### config.mk
export PLATFORM = sky130hd
export DESIGN_NAME = irq_arbiter_flat
export DESIGN_NICKNAME = d
export VERILOG_FILES = /design/src/rtl/irq_arbiter_if.sv /design/src/rtl/irq_arbiter.sv /design/src/flat_wrapper.sv
export SDC_FILE = /design/constraint.sdc
export NUM_CORES = 1
export LEC_CHECK = 0
export ABC_CLOCK_PERIOD_IN_PS = 1720
export CAP_MARGIN = 20
export CORE_MARGIN = 3
export CORE_UTILIZATION = 40
export CTS_BUF_LIST = sky130_fd_sc_hd__clkbuf_16
export CTS_CLUSTER_DIAMETER = 50
export DETAILED_ROUTE_END_ITERATION = 10
export PLACE_DENSITY = 0.8
export SLEW_MARGIN = 10
export SYNTH_ARGS = -nofsm -noshare
export SYNTH_HDL_FRONTEND = slang
export SYNTH_SLANG_ARGS = --single-unit
### constraint.sdc
create_clock -name clk -period 1.72 [get_ports clk]
set_clock_uncertainty 0.05 [all_clocks]
set_input_delay 0.172 -clock clk [delete_from_list [all_inputs] [get_ports clk]]
set_output_delay 0.172 -clock clk [all_outputs]
set_load 0.02 [all_outputs]
### src/rtl/irq_arbiter_if.sv
// Memory-mapped register bus between a CPU-side master and the interrupt arbiter.
interface irq_arbiter_if;
    logic        iomem_valid;
    logic        iomem_ready;
    logic [3:0]  iomem_wstrb;
    logic [31:0] iomem_addr;
    logic [31:0] iomem_wdata;
    logic [31:0] iomem_rdata;

    modport master (
        output iomem_valid, iomem_wstrb, iomem_addr, iomem_wdata,
        input  iomem_ready, iomem_rdata
    );

    modport slave (
        input  iomem_valid, iomem_wstrb, iomem_addr, iomem_wdata,
        output iomem_ready, iomem_rdata
    );
endinterface

### src/rtl/irq_arbiter.sv
// Three-source interrupt arbiter: synchronizes irq_5..7, latches pending requests,
// dispatches one source at a time to the CPU and waits for its EOI or a timeout.
module irq_arbiter #(
    parameter logic [31:0] BASE_ADDR = 32'h0300_0000,
    parameter int unsigned TIMEOUT   = 1024
) (
    input  logic       clk,
    input  logic       reset,
    input  logic [2:0] irq_in,
    input  logic [2:0] eoi,
    output logic [2:0] cpu_irq,
    irq_arbiter_if.slave bus
);
    localparam int unsigned NSRC  = 3;
    localparam int unsigned CNT_W = (TIMEOUT > 1) ? $clog2(TIMEOUT) : 1;

    typedef enum logic {IDLE, WAIT_EOI} state_e;

    state_e            state_q, state_d;
    logic [NSRC-1:0]   sync1_q, sync2_q, dly_q;
    logic [NSRC-1:0]   enable_q, enable_d;
    logic [NSRC-1:0]   pending_q, pending_d;
    logic [NSRC-1:0]   mode_q, mode_d;
    logic [NSRC-1:0]   overrun_q, overrun_d;
    logic              tmo_q, tmo_d;
    logic [NSRC-1:0]   active_q, active_d;
    logic [NSRC-1:0]   cpu_irq_q, cpu_irq_d;
    logic [CNT_W-1:0]  cnt_q, cnt_d;
    logic              ready_q, ready_d;
    logic [31:0]       rdata_q, rdata_d;

    logic [NSRC-1:0]   rise_c, pend_en_c, pick_c, w1c_c, eoi_clr_c;
    logic              in_win_c, acc_c, wr0_c, wr1_c;
    logic [1:0]        off_c;
    logic [31:0]       rd_c;
    logic              unused_bits;

    assign unused_bits = ^{bus.iomem_addr[1:0], bus.iomem_wdata[31:9],
                           bus.iomem_wdata[7], bus.iomem_wdata[3], bus.iomem_wstrb[3:2]};

    // Two-flop synchronizer plus delay flop for rising-edge detection
    always_ff @(posedge clk) begin
        if (reset) begin
            sync1_q <= '0;
            sync2_q <= '0;
            dly_q   <= '0;
        end else begin
            sync1_q <= irq_in;
            sync2_q <= sync1_q;
            dly_q   <= sync2_q;
        end
    end

    assign rise_c    = sync2_q & ~dly_q;
    assign pend_en_c = pending_q & enable_q;
    assign pick_c    = pend_en_c[2] ? 3'b100 : (pend_en_c[1] ? 3'b010 : 3'b001);

    assign in_win_c = (bus.iomem_addr[31:4] == BASE_ADDR[31:4]);
    assign acc_c    = bus.iomem_valid & in_win_c & ~ready_q;
    assign wr0_c    = acc_c & bus.iomem_wstrb[0];
    assign wr1_c    = acc_c & bus.iomem_wstrb[1];
    assign off_c    = bus.iomem_addr[3:2];
    assign w1c_c    = (wr0_c && off_c == 2'd1) ? bus.iomem_wdata[2:0] : 3'b000;

    always_comb begin
        rd_c = '0;
        case (off_c)
            2'd0:    rd_c = {29'd0, enable_q};
            2'd1:    rd_c = {29'd0, pending_q};
            2'd2:    rd_c = {29'd0, mode_q};
            default: rd_c = {23'd0, tmo_q, 1'b0, overrun_q, 1'b0, active_q};
        endcase
    end

    // Next-state: dispatch FSM, register file and bus response
    always_comb begin
        state_d   = state_q;
        active_d  = active_q;
        cpu_irq_d = '0;
        cnt_d     = cnt_q;
        enable_d  = enable_q;
        mode_d    = mode_q;
        pending_d = pending_q;
        overrun_d = overrun_q;
        tmo_d     = tmo_q;
        eoi_clr_c = '0;
        ready_d   = acc_c;
        rdata_d   = acc_c ? rd_c : 32'd0;

        case (state_q)
            IDLE: begin
                if (|pend_en_c) begin
                    state_d   = WAIT_EOI;
                    active_d  = pick_c;
                    cpu_irq_d = pick_c;
                    cnt_d     = '0;
                end
            end
            WAIT_EOI: begin
                cnt_d = cnt_q + CNT_W'(1);
                if (|(eoi & active_q)) begin
                    eoi_clr_c = active_q;
                    active_d  = '0;
                    cnt_d     = '0;
                    state_d   = IDLE;
                end else if (cnt_q == CNT_W'(TIMEOUT - 1)) begin
                    tmo_d    = 1'b1;
                    active_d = '0;
                    cnt_d    = '0;
                    state_d  = IDLE;
                end
            end
            default: state_d = IDLE;
        endcase

        if (wr0_c && off_c == 2'd0) enable_d = bus.iomem_wdata[2:0];
        if (wr0_c && off_c == 2'd2) mode_d   = bus.iomem_wdata[2:0];
        if (wr0_c && off_c == 2'd3) overrun_d = overrun_q & ~bus.iomem_wdata[6:4];
        if (wr1_c && off_c == 2'd3 && bus.iomem_wdata[8] && !(tmo_d && !tmo_q)) tmo_d = 1'b0;
        overrun_d = overrun_d | (rise_c & pending_q & mode_q);

        // Edge sources latch and clear; level sources simply follow the synchronized input
        for (int i = 0; i < NSRC; i++) begin
            if (mode_q[i])
                pending_d[i] = rise_c[i] | (pending_q[i] & ~(w1c_c[i] | eoi_clr_c[i]));
            else
                pending_d[i] = sync2_q[i];
        end
    end

    always_ff @(posedge clk) begin
        if (reset) begin
            state_q   <= IDLE;
            active_q  <= '0;
            cpu_irq_q <= '0;
            cnt_q     <= '0;
            enable_q  <= '0;
            mode_q    <= 3'b111;
            pending_q <= '0;
            overrun_q <= '0;
            tmo_q     <= 1'b0;
            ready_q   <= 1'b0;
            rdata_q   <= '0;
        end else begin
            state_q   <= state_d;
            active_q  <= active_d;
            cpu_irq_q <= cpu_irq_d;
            cnt_q     <= cnt_d;
            enable_q  <= enable_d;
            mode_q    <= mode_d;
            pending_q <= pending_d;
            overrun_q <= overrun_d;
            tmo_q     <= tmo_d;
            ready_q   <= ready_d;
            rdata_q   <= rdata_d;
        end
    end

    assign cpu_irq         = cpu_irq_q;
    assign bus.iomem_ready = ready_q;
    assign bus.iomem_rdata = rdata_q;
endmodule

### src/flat_wrapper.sv
// flat-port wrapper written by rule: the top's interface ports become plain ports
module irq_arbiter_flat 
#(
    parameter logic [31:0] BASE_ADDR = 32'h0300_0000,
    parameter int unsigned TIMEOUT   = 1024
)
  (clk, reset, irq_in, eoi, cpu_irq, bus_iomem_valid, bus_iomem_wstrb, bus_iomem_addr, bus_iomem_wdata, bus_iomem_ready, bus_iomem_rdata);
  irq_arbiter_if bus_i ();
  input  logic clk;
  input  logic reset;
  input  logic [2:0] irq_in;
  input  logic [2:0] eoi;
  output logic [2:0] cpu_irq;
  input wire logic [$bits(bus_i.iomem_valid)-1:0] bus_iomem_valid;
  input wire logic [$bits(bus_i.iomem_wstrb)-1:0] bus_iomem_wstrb;
  input wire logic [$bits(bus_i.iomem_addr)-1:0] bus_iomem_addr;
  input wire logic [$bits(bus_i.iomem_wdata)-1:0] bus_iomem_wdata;
  output wire logic [$bits(bus_i.iomem_ready)-1:0] bus_iomem_ready;
  output wire logic [$bits(bus_i.iomem_rdata)-1:0] bus_iomem_rdata;
  assign bus_i.iomem_valid = bus_iomem_valid;
  assign bus_i.iomem_wstrb = bus_iomem_wstrb;
  assign bus_i.iomem_addr = bus_iomem_addr;
  assign bus_i.iomem_wdata = bus_iomem_wdata;
  assign bus_iomem_ready = bus_i.iomem_ready;
  assign bus_iomem_rdata = bus_i.iomem_rdata;
  irq_arbiter #(.BASE_ADDR(BASE_ADDR), .TIMEOUT(TIMEOUT)) u_core (.clk(clk), .reset(reset), .irq_in(irq_in), .eoi(eoi), .cpu_irq(cpu_irq), .bus(bus_i));
endmodule
; ---- After elaboration in Yosys (flattened, before gate mapping)
; Index checks and enable logic that the tools add are counted.
[classes]
add_sub_neg = 1
eq_ne = 7
muxes = 25
n_bitwise = 29
reduce_logical = 17
[ops]
columns = operator, n
row1 = $mux W10, 3
row2 = $eq A28 B22 Y1 const B, 1
row3 = $pmux W9 S3, 1
row4 = $mux W3, 8
row5 = $pmux W10 S2, 1
row6 = $and A3 B3 Y3, 6
row7 = $add A10 B1 Y10 const B, 1
row8 = $eq A10 B10 Y1 const B, 1
row9 = $mux W1, 9
row10 = $reduce_or A3 Y1, 3
row11 = $logic_and A1 B1 Y1, 8
row12 = $and A1 B1 Y1, 7
row13 = $not A1 Y1, 7
row14 = $not A3 Y3, 2
row15 = $or A1 B1 Y1, 6
row16 = $pmux W3 S2, 1
row17 = $eq A2 B2 Y1 const B, 2
row18 = $reduce_or A2 Y1, 2
row19 = $ne A3 B3 Y1 const B, 1
row20 = $or A3 B3 Y3, 1
row21 = $eq A2 B1 Y1 const B, 1
row22 = $logic_not A1 Y1, 2
row23 = $logic_not A2 Y1, 1
row24 = $mux W2, 1
row25 = other kinds (3), 3
[word_totals]
reg_bits = 72
input_bits = 77
out_inout_bits = 36

; ---- Depth between registers and ports, before layout
[depth]
ltp_word = 11
depth_mapped = 6
mapped_depth_nobuf = 5

; ---- Worst setup path after synthesis
; OpenSTA, ideal clock, no wires.
[synth_path]
kind = reg2reg
startpoint = register u_core.pending_q[1]
endpoint = register u_core.active_q[2]
setup_time_ps = 68
arrival_time_ps = 1448
t_required_ps = 1602
setup_slack_ps = 154
stages_incl_launch_ff = 7
path_buffers = 2
synth_period_minus_slack_ps = 1566
cell_sequence = dfxtp_1 a222oi_1 buf_4 nand2_4 a211o_1 buf_6 o21bai_2
[synth_between]
elab_chain_len = 4
[synth_rtl]
columns = item, line_no
row1 = start: declaration, irq_arbiter.sv:22  ; logic [NSRC-1:0] pending_q, pending_d;
row2 = start signal: assignment, irq_arbiter.sv:151  ; pending_q <= pending_d;
row3 = $and A3 B3 Y3, irq_arbiter.sv:55  ; assign pend_en_c = pending_q & enable_q;
row4 = $reduce_or A3 Y1, irq_arbiter.sv:92  ; if (|pend_en_c) begin
row5 = $ne A2 B1 Y1 (no source line), n/a
row6 = $reduce_and A2 Y1 (no source line), n/a
row7 = end signal: assignment, irq_arbiter.sv:146  ; active_q <= active_d;
row8 = end: declaration, irq_arbiter.sv:26  ; logic [NSRC-1:0] active_q, active_d;
; No other way between the ends.
; A chain may end at the register's enable or synchronous reset.

; ---- Worst setup path in the final report
[layout_path]
startpoint = input bus_iomem_addr[16]
endpoint = register u_core.overrun_q[0]
[layout_between]
elab_chain_len = 7
[layout_rtl]
columns = item, line_no
row1 = start: declaration, flat_wrapper.sv:16  ; input wire logic [$bits(bus_i.iomem_addr)-1:0] bus_iomem_addr;
row2 = $eq A28 B22 Y1, irq_arbiter.sv:58  ; assign in_win_c = (bus.iomem_addr[31:4] == BASE_ADDR[31:4]);
row3 = $and A1 B1 Y1 (2 in a row), irq_arbiter.sv:59  ; assign acc_c = bus.iomem_valid & in_win_c & ~ready_q;
row4 = $and A1 B1 Y1, irq_arbiter.sv:60  ; assign wr0_c = acc_c & bus.iomem_wstrb[0];
row5 = $logic_and A1 B1 Y1, irq_arbiter.sv:118  ; if (wr0_c && off_c == 2'd3) overrun_d = overrun_q & ~bus.iomem_wdata[6:4];
row6 = $mux W3, irq_arbiter.sv:118
row7 = $or A3 B3 Y3, irq_arbiter.sv:120  ; overrun_d = overrun_d | (rise_c & pending_q & mode_q);
row8 = end signal: assignment, irq_arbiter.sv:152  ; overrun_q <= overrun_d;
row9 = end: declaration, irq_arbiter.sv:24  ; logic [NSRC-1:0] overrun_q, overrun_d;
; No other way between the ends.

==> results.txt <==
total negative slack: 0 ns
Post-synth EDFFs: 0
leading cell type in the layout, fill and taps excluded: sky130_fd_sc_hd__clkdlybuf4s50_1
Die ar.: 0.00655 sq mm
first-pass GRT wire length: 8770 um
share of total power in the clock network: 38.9%
number of instances in the synthesized netlist: 252
flip-flop count of the largest register after layout: 10
maximum number of pins on one net before global-route repair: 29
Max Buffers Root-to-Sink: 2
area of the core: 0.00527 sq mm
Yosys reg bits: 47
synthesized area divided by synthesized cell count: 8.92 sq um
antenna violations before repair: 0
slowest stage cell, crit path: sky130_fd_sc_hd__clkdlybuf4s50_1
tightest slew margin relative to the limit: 63.6%
Std-Cell Rows: 26
most used cells in the layout excluding fill and tap cells: sky130_fd_sc_hd__clkdlybuf4s50_1, sky130_fd_sc_hd__dfxtp_1, sky130_fd_sc_hd__nand2_1, sky130_fd_sc_hd__buf_4, sky130_fd_sc_hd__nor2_1
worst hold path type: flop to flop
count of input and output buffers: 58
final critical-path share of the clock period: 99.8%
startpoint types: primary input
CTS Buf Count: 5
vias in the first global route: 1960
arrival time reported for the critical path endpoint: 1.83 ns
RePlAce Congestion: 0.854
family of cells with the greatest summed delay on the critical path: simple AND/OR/NAND/NOR gates
register area share after synthesis: 41.9%
crit path time final: 1.72 ns
WP buf/inv: 2
die height: 81.0 um
Die W: 81.0 um
area fraction in and, or, nand and nor cells after synthesis: 26.7%
IO Pins: 113
run status: completed
Cell Area, Placed: 0.00300 sq mm
Via Count: 2081
main combinational cell family by area after synthesis: simple AND/OR/NAND/NOR gates
Sw Ratio: 21.7%
crit path max fanout: 4
PnR Total Power: 2.26 mW
synth-to-layout area growth: 45.5%
Detailed Route Iter0 Violations: 135
total of endpoints with negative setup slack in the final report: 0
Largest stage delay, worst path: 0.41 ns
share of power burned in registers: 49.1%
source-to-sink clock delay at the later pin of the worst-skew pair: 0.28 ns
Max H-tree Level: 2
via count normalized by instance count: 5.10
wire length after detailed routing: 5400 um
hold buffer count at cts: 0
most frequently used flop master after synthesis: sky130_fd_sc_hd__dfxtp_1
clk root buf: sky130_fd_sc_hd__clkbuf_16
Final #Nets: 415
total number of yosys warnings: 0
DR pass1 iterations: 5
final standard cell count with taps included and fillers excluded: 408
data required time of the critical path: 1.83 ns
Max Clk Rate: 583 MHz
clock transition time at the flip-flop clock pins of the worst setup and hold paths: 0.06 ns
Non-Filler Cell Area, Final: 0.00327 sq mm
Max-cap violations: 0
adder-cell share of the synthesized area: 0.557%
global routing usage summed across all routing layers: 17.1%
LEAKAGE: 1.18 nW
number of cells after detailed placement: 399
initial core utilization: 42.6%
combinational share of power: 12.0%
cell occurring most often along the worst timing path: sky130_fd_sc_hd__nor4_2
max-slew violation count: 0
cell area after synthesis: 0.00225 sq mm
most flop-heavy register: u_core.cnt_q
DR DRC count: 0
fraction of synthesized cell area in xor and xnor cells: 3.12%
number of fill cells in the layout: 434
Worst Path Class, Setup: primary input to flop
complex-gate fraction of the synthesized area: 11.2%
number of sinks on the clock net: 47
peak supply drop: 0.521 mV
layout cells sized above 1: 18.3%
sum of overflow across all layers after global routing: 0
switching pwr: 0.491 mW
Cell variety after synth: 44
estimated wirelength of the detail-placed design: 4140 um
diodes inserted: 0
remaining number of nets flagged by the antenna check after routing: 0
Power Density: 690 mW/mm^2
clock tree from TritonCTS: yes
design internal power: 1.77 mW
Worst Tran Pin Value: 0.532 ns
fraction of synthesized area in multiplexers: 4.79%
total count of hold-check failures in the final report: 0
proportion of register bits with asynchronous set or reset after synthesis: 0%
DR WL/cell: 13.2 um
critical-path cell list: clkdlybuf4s50_1 -> nor4_2 -> nand4_1 -> buf_4 -> nor4_2 -> o21ai_0
CP endpoint kind: flop
## Yosys cell counts (5+ instances only)
cell type,number,share of area (%)
sky130_fd_sc_hd__nor4_1,9,2.5
sky130_fd_sc_hd__nand2_1,29,4.8
sky130_fd_sc_hd__buf_4,26,8.7
sky130_fd_sc_hd__nor2_1,26,4.3
sky130_fd_sc_hd__nor3_1,6,1.3
sky130_fd_sc_hd__xnor2_1,8,3.1
sky130_fd_sc_hd__o21ai_0,7,1.6
sky130_fd_sc_hd__nand4_1,6,1.7
sky130_fd_sc_hd__a21oi_1,5,1.1
sky130_fd_sc_hd__a211oi_1,5,1.7
sky130_fd_sc_hd__nand3_1,9,2.0
sky130_fd_sc_hd__inv_1,5,0.84
sky130_fd_sc_hd__nor2b_1,11,3.1
sky130_fd_sc_hd__dfxtp_1,47,42
## path summary, 6_finish.rpt
| path | to | slack [ns] | cells after the start | startpoint |
|---|---|---|---|---|
| hold / removal | u_core.sync2_q[0]$_SDFF_PP0_ | 0.39 | 1 | u_core.sync1_q[0]$_SDFF_PP0_ |
| setup reg to reg | u_core.active_q[1]$_SDFFE_PP0P_ | 0.09 | 6 | u_core.enable_q[1]$_SDFFE_PP0P_ |
| setup / recovery | u_core.overrun_q[0]$_SDFF_PP0_ | 0.004 | 6 | bus_iomem_addr[16] |
| hold reg to reg | u_core.sync2_q[0]$_SDFF_PP0_ | 0.39 | 1 | u_core.sync1_q[0]$_SDFF_PP0_ |
## per-stage QoR
| stage | util, % | setup slack, ns | hold slack, ns |
|---|---|---|---|
| 6_report | 62.1 | 0.00403 | 0.387 |
| 5_1_grt | 62.1 | -0.0546 | 0.415 |
| 4_1_cts | 60.4 | 0.00220 | 0.392 |
| 3_5_place_dp | 56.9 | -0.385 | 0.379 |
| 3_3_place_gp | 56.9 | -0.291 | 0.370 |
| 2_1_floorplan | - | 0.154 | 0.212 |
## power by group through the flow
stage	Combinational, mW	Sequential, mW	Clock, mW
detailed placement	0.251	1.13	0
global placement	0.247	1.13	0
global route	0.292	1.11	0.958
floorplan	0.153	1.13	0
finish	0.271	1.11	0.878
CTS	0.260	1.11	0.897
## cell families (layout without fill, tap and decap cells)
kind of cell	Yosys count	after routing
XOR/XNOR	8	8
other	1	25
flip-flops	47	47
adder cells (fa/ha/maj)	1	1
AND/OR/NAND/NOR	113	113
AO/OA/AOI/OAI	35	35
multiplexers	7	7
buffers and inverters	40	102
## routing by layer
metal  track usage (%)  up-vias  routed length [um]
met1              21.3      953                2320
met5                 0        -                   0
met4              7.26        0                 100
met3              5.10       10                 526
li1                  -     1009                   -
met2              27.4      109                2460
## cell type report
type	instances	area, sq um	share of cell area, %
Multi-Input combinational cell	189	1260	38.5
Clock inverter	3	11.3	0.344
Sequential cell	47	941	28.8
Timing Repair Buffer	88	821	25.1
Tap cell	70	87.6	2.68
Clock buffer	5	125	3.83
Inverter	6	25.0	0.765
## repair_timing
action,in CTS,in global routing
setup endpoints to repair,20,27
setup buffers,1,1
gates resized for setup,6,16
cloned,0,0
pin swaps,2,8
Note: power is estimated with default switching activity, not from simulation.
